### config.mk
export PLATFORM = sky130hd
export DESIGN_NAME = regfile_sb
export DESIGN_NICKNAME = d
export VERILOG_FILES = /design/src/rtl/regfile_pkg.sv /design/src/rtl/rf_scoreboard.sv /design/src/rtl/regfile_sb.sv
export SDC_FILE = /design/constraint.sdc
export NUM_CORES = 2
export LEC_CHECK = 0
export ABC_CLOCK_PERIOD_IN_PS = 2400
export BUFFER_PORTS_ARGS = -buffer_cell sky130_fd_sc_hd__buf_2
export CAP_MARGIN = 40
export CORE_UTILIZATION = 35
export CTS_CLUSTER_SIZE = 25
export DETAILED_ROUTE_END_ITERATION = 6
export PLACE_DENSITY_LB_ADDON = 0.25
export SLEW_MARGIN = 0
export SYNTH_ARGS = -nofsm -noshare
export SYNTH_HDL_FRONTEND = slang
export SYNTH_SLANG_ARGS = --single-unit
### constraint.sdc
create_clock -name clk -period 2.4 [get_ports clk]
set_input_delay 0.12 -clock clk [delete_from_list [all_inputs] [get_ports clk]]
set_output_delay 0.12 -clock clk [all_outputs]
set_load 0.1 [all_outputs]
### src/rtl/regfile_pkg.sv
// Shared constants, address type and helpers for the scoreboarded register file.
package regfile_pkg;

    localparam int XLEN_D = 32;
    localparam int NREG_D = 32;
    localparam int AW_D   = $clog2(NREG_D);

    typedef logic [AW_D-1:0] reg_addr_t;

    // Callers zero-extend their address so any AW works with one helper.
    function automatic logic is_zero(input logic [31:0] addr);
        return addr == 32'd0;
    endfunction

endpackage

### src/rtl/rf_scoreboard.sv
// Busy scoreboard for outstanding loads plus per-port RAW and issue WAW hazard detection.
// RF_BYPASS_EN: a returning load hides the busy flag from same-cycle readers of its register.
module rf_scoreboard
    import regfile_pkg::*;
#(
    parameter int NREG     = NREG_D,
    parameter int NRD      = 2,
    parameter int ZERO_REG = 1,
    localparam int AW      = $clog2(NREG)
) (
    input  logic              clk,
    input  logic              reset,
    input  logic [NRD-1:0]    rd_en,
    input  logic [NRD*AW-1:0] rd_addr,
    input  logic              ld_we,
    input  logic [AW-1:0]     ld_addr,
    input  logic              iss_ld,
    input  logic [AW-1:0]     iss_rd,
    output logic [NRD-1:0]    rd_busy,
    output logic              stall,
    output logic [NREG-1:0]   busy_vec
);

    logic [NREG-1:0] busy_reg;
    logic [NREG-1:0] set_vec;
    logic [NREG-1:0] clr_vec;

    genvar gi;
    generate
        for (gi = 0; gi < NREG; gi++) begin : g_sb
            assign set_vec[gi] = iss_ld && (iss_rd == AW'(gi))
                                 && !((ZERO_REG != 0) && is_zero(32'(gi)));
            assign clr_vec[gi] = ld_we && (ld_addr == AW'(gi));
        end

        for (gi = 0; gi < NRD; gi++) begin : g_haz
            logic [AW-1:0] addr;
            logic          hit;
            assign addr = rd_addr[gi*AW +: AW];
`ifdef RF_BYPASS_EN
            assign hit = rd_en[gi] && busy_reg[addr] && !(ld_we && (ld_addr == addr));
`else
            assign hit = rd_en[gi] && busy_reg[addr];
`endif
            assign rd_busy[gi] = reset && hit;
        end
    endgenerate

    // A new load issued on the same edge its predecessor returns keeps the register busy.
    always_ff @(posedge clk or negedge reset) begin
        if (!reset) begin
            busy_reg <= '0;
        end else begin
            busy_reg <= (busy_reg & ~clr_vec) | set_vec;
        end
    end

    assign busy_vec = busy_reg;
    assign stall    = (|rd_busy) || (reset && iss_ld && busy_reg[iss_rd]);

endmodule

### src/rtl/regfile_sb.sv
// Multi-port register file with ALU and load-return write ports and a load scoreboard.
// RF_BYPASS_EN: same-cycle write data is forwarded to matching reads (load over ALU).
module regfile_sb
    import regfile_pkg::*;
#(
    parameter int XLEN     = XLEN_D,
    parameter int NREG     = NREG_D,
    parameter int NRD      = 2,
    parameter int ZERO_REG = 1,
    localparam int AW      = $clog2(NREG)
) (
    input  logic                clk,
    input  logic                reset,
    input  logic [NRD-1:0]      rd_en,
    input  logic [NRD*AW-1:0]   rd_addr,
    output logic [NRD*XLEN-1:0] rd_data,
    output logic [NRD-1:0]      rd_busy,
    input  logic                wb_we,
    input  logic [AW-1:0]       wb_addr,
    input  logic [XLEN-1:0]     wb_data,
    input  logic                ld_we,
    input  logic [AW-1:0]       ld_addr,
    input  logic [XLEN-1:0]     ld_data,
    input  logic                iss_ld,
    input  logic [AW-1:0]       iss_rd,
    output logic                stall,
    output logic [NREG-1:0]     busy_vec
);

    logic [XLEN-1:0] regs [NREG];
    logic [NREG-1:0] ld_hit;
    logic [NREG-1:0] wb_hit;

    genvar gi;
    generate
        for (gi = 0; gi < NREG; gi++) begin : g_we
            logic wr_ok;
            assign wr_ok       = !((ZERO_REG != 0) && is_zero(32'(gi)));
            assign ld_hit[gi]  = wr_ok && ld_we && (ld_addr == AW'(gi));
            assign wb_hit[gi]  = wr_ok && wb_we && (wb_addr == AW'(gi));
        end
    endgenerate

    // The load return takes precedence when both ports target one register.
    always_ff @(posedge clk or negedge reset) begin
        if (!reset) begin
            for (int r = 0; r < NREG; r++) begin
                regs[r] <= '0;
            end
        end else begin
            for (int r = 0; r < NREG; r++) begin
                if (ld_hit[r]) begin
                    regs[r] <= ld_data;
                end else if (wb_hit[r]) begin
                    regs[r] <= wb_data;
                end
            end
        end
    end

    generate
        for (gi = 0; gi < NRD; gi++) begin : g_rd
            logic [AW-1:0]   addr;
            logic [XLEN-1:0] val;
            logic            force_zero;
            assign addr = rd_addr[gi*AW +: AW];
`ifdef RF_BYPASS_EN
            assign val = (ld_we && (ld_addr == addr)) ? ld_data :
                         (wb_we && (wb_addr == addr)) ? wb_data : regs[addr];
`else
            assign val = regs[addr];
`endif
            assign force_zero = !reset || !rd_en[gi]
                                || ((ZERO_REG != 0) && is_zero(32'(addr)));
            assign rd_data[gi*XLEN +: XLEN] = force_zero ? '0 : val;
        end
    endgenerate

    rf_scoreboard #(
        .NREG     (NREG),
        .NRD      (NRD),
        .ZERO_REG (ZERO_REG)
    ) u_sb (
        .clk      (clk),
        .reset    (reset),
        .rd_en    (rd_en),
        .rd_addr  (rd_addr),
        .ld_we    (ld_we),
        .ld_addr  (ld_addr),
        .iss_ld   (iss_ld),
        .iss_rd   (iss_rd),
        .rd_busy  (rd_busy),
        .stall    (stall),
        .busy_vec (busy_vec)
    );

endmodule

==> flow_summary_export.csv <==
group,metric,value,unit
timing,setup_slack,-0.541,ns
placed_design,gp_congestion,0.866,
timing,whs,0.0500,ns
placed_design,pre_cts_ws,-0.575,ns
worst_setup_path,path_buf_inv,2,
worst_hold_path,hp-class,"in2reg",
timing,tightest_slew,0.970,ns
global_routing,grt_pass1_wl,366000,µm
status,status,"finished with violations",
timing,rsz0062_at_grt,"true",
synthesis,seq_area_frac_synth,40.1,%
layout,fillers,16800,
power_and_ir_drop,peakVddDrop,0.556,mV
layout,final_cell_count_no_fill,8385,
timing,timing.final.crit_period,2.94,ns
worst_setup_path,endpoint_kind,"output port",
cts,path_clk_slew,0.07,ns
placed_design,place_area,0.0720,mm²
timing,fmax,340,MHz
worst_setup_path,crit_path_start_kind,"register",
placed_design,place_hpwl,158000,µm
status,violations,"negative setup slack",
global_routing,grt_max_degree,143,
synthesis,syn_area_per_cell,11.1,µm²
synthesis,synthTopCellsByArea,"dfrtp_1 40%, mux4_2 21%, mux2i_1 17%",
synthesis,synth-seq-cells,1024,
power_and_ir_drop,leakagePower,33.1,nW
floorplanning,row_count,156,
power_and_ir_drop,p_switching,20.9,mW
route,via_per_inst,5.98,
power_and_ir_drop,comb_power_share,30.7,%
layout,drive_gt1_share,28.2,%
route,wl,254000,µm
timing,final_hold_viol_count,0,
global_routing,grt.total_usage,27.2,%
placed_design,dp_cells,8061,
timing,setup_viol,67,
layout,fin_area,0.0777,mm²
route,routedWlPerCell,30.2,µm
cts,root_buffer,"clkbuf_16",
route,firstDrtPassIters,6,
global_routing,gr-total-overflow,0,
timing,period_share,123,%
synthesis,post-synth-top-area-cell,"dfrtp_1",
worst_setup_path,worst-endpoint-required,2.28,ns
cts,cts_tree,"yes",
global_routing,antenna_found_initial,5,
global_routing,grt_pass1_vias,49200,
power_and_ir_drop,switching_share,32.4,%
worst_setup_path,critPathMostFrequentCell,"mux4_2",
cts,cts_sinks,1024,
floorplanning,start_util,35.3,%
worst_setup_path,crit_chain,"mux4_2 -> mux4_2 -> mux2i_4 -> buf_6 -> nor2_4 -> buf_12",
layout,utilization,42.9,%
layout,area_delta_synth_final,21.5,%
route,antenna_left,0,
cts,cts_buffer_depth,3,
timing,tns,-25.99,ns
floorplanning,die_w,430,µm
layout,multi_input_area,0.0367,mm²
timing,final_max_slew_viol_count,0,
floorplanning,core,0.181,mm²
layout,final_nets,6014,
run,max-cap-violations,0,
cts,h-tree-depth,3,
cts,insertion_delay,0.75,ns
worst_setup_path,crit_family,"multiplexers",
layout,diodes,0,
worst_setup_path,cp_slowest_cell,"mux4_2",
power_and_ir_drop,pwr-share-seq,40.3,%
synthesis,synth.distinct_cells,35,
worst_setup_path,critPathKind,"reg2out",
cts,numCtsBuffers,114,
power_and_ir_drop,p_total,64.3,mW
power_and_ir_drop,p_per_area,828,mW/mm²
synthesis,yosys_warnings,0,
route,num_vias,50100,
synthesis,syn-num-nets,5856,
route,drc,0,
power_and_ir_drop,power_frac_clock,29.1,%
layout,ff_latch_area,0.0257,mm²
synthesis,syn_inst,5760,
floorplanning,io_pins,195,
synthesis,syn_area,0.0640,mm²
worst_setup_path,cpPeakStageDelay,0.54,ns
worst_setup_path,worstPathArrival,2.82,ns
floorplanning,dieArea,0.185,mm²
placed_design,port-buffer-count,194,
timing,relSlewSlack,35.3,%
synthesis,synth_top_area_share,40.1,%
worst_setup_path,worstPathMaxFanout,3,
timing,skew,0,ns
floorplanning,fp.dieH,430,µm
power_and_ir_drop,p_int,43.5,mW
route,drtIter0Drc,5823,
layer usage:
metal | track usage, % | share of wire (%) | up-vias
met5 | 0 | 0.0051 | -
met3 | 4.42 | 7.8 | 567
met4 | 10.8 | 4.7 | 2
met1 | 36.0 | 40 | 25700
met2 | 44.4 | 48 | 2452
li1 | - | - | 21400
worst paths after layout:
check                      cells after the start                         from                           to  slack (ns)
min in group asynchronous                      4                        reset   u_sb.busy_vec[6]$_DFF_PN0_        0.48
max in group asynchronous                      6                        reset        regs[430]$_DFFE_PN0P_        0.39
hold / removal                                 3                   wb_data[4]        regs[804]$_DFFE_PN0P_        0.05
setup reg to reg                               4        regs[872]$_DFFE_PN0P_        regs[872]$_DFFE_PN0P_        0.95
setup / recovery                               6         regs[13]$_DFFE_PN0P_                  rd_data[13]       -0.54
hold reg to reg                                2  u_sb.busy_vec[29]$_DFF_PN0_  u_sb.busy_vec[29]$_DFF_PN0_        0.56
Yosys cell counts (all sizes together):
| cell type | n |
|---|---|
| and3 | 1 |
| nand2 | 312 |
| or4 | 3 |
| or2 | 2 |
| a221oi | 2 |
| nand2b | 9 |
| mux2i | 1068 |
| a32o | 3 |
| a21boi | 1 |
| nand3 | 11 |
| nand4b | 3 |
| nand4 | 4 |
| nor2 | 821 |
| or3 | 1 |
| and2 | 7 |
| buf | 226 |
| mux4 | 602 |
| a21oi | 736 |
| a22o | 69 |
| o21ai | 276 |
| o22ai | 2 |
| o21bai | 2 |
| mux2 | 65 |
| nor3 | 9 |
| clkbuf | 473 |
| nor2b | 13 |
| dfrtp | 1024 |
| nor3b | 4 |
| nor4 | 3 |
| inv | 8 |
state kept, by name, indices dropped and copies added, names as in the netlist:
signal         flops
u_sb.busy_vec     32
regs             992
cell families (layout without fill, tap and decap cells):
group                  count (synthesis)  count (layout)  synth area share (%)
multiplexers                        1735            1735                  39.0
AND/OR/NAND/NOR                     1203            1203                  7.34
AO/OA/AOI/OAI                       1091            1091                  8.99
flip-flops                          1024            1024                  40.1
buffers and inverters                707             962                  4.57
power groups by stage:
stage	clock network, mW	logic [mW]	registers (mW)
after floorplan	0	13.0	25.4
after global placement	0	18.5	25.8
after detailed placement	0	18.9	26.0
after CTS	19.0	19.6	25.8
after global routing	19.6	21.1	26.4
final	18.7	19.7	25.9
cells in the final DEF (no fill, tap or decap), types with 20 or more instances in the layout:
master | Yosys | routed
mux2i_4 | 0 | 27
nand2_1 | 312 | 288
dfrtp_1 | 1024 | 992
a22o_1 | 69 | 69
o21ai_1 | 20 | 20
clkinv_2 | 0 | 29
nor2_1 | 821 | 745
buf_12 | 0 | 223
mux2_2 | 65 | 65
buf_2 | 112 | 116
buf_4 | 25 | 279
nand2_4 | 0 | 24
clkbuf_1 | 473 | 24
mux4_2 | 602 | 602
dfrtp_2 | 0 | 32
nor2_4 | 0 | 59
mux2i_1 | 1068 | 1024
a21oi_1 | 736 | 736
clkbuf_8 | 0 | 28
o21ai_0 | 256 | 256
dlygate4sd3_1 | 0 | 108
clkbuf_16 | 0 | 117
layout make-up:
class,instances,share of cell area [%]
flip-flops and latches,1024,33.0
inverters,8,0.0386
well taps,2370,3.82
clock inverters,44,0.655
repair buffers,741,10.8
clock buffers,169,4.38
multi-input cells,4029,47.3
worst reg2reg max path, delay by kind of cell, from the launching register on:
family / cells / cell delay [ns]
AO/OA/AOI/OAI: 1 / 0.09
buffers and inverters: 2 / 0.71
multiplexers: 1 / 0.12
flip-flops: 1 / 0.41
what timing repair did:
action,CTS,global route
setup buffers,7,14
pin swaps,4,11
gates cloned,0,0
resized for setup,125,21
hold endpoints to repair,1597,10
endpoints found under the setup margin,67,67
hold buffers,107,1
No activity file was read; power rests on OpenSTA's default activity.
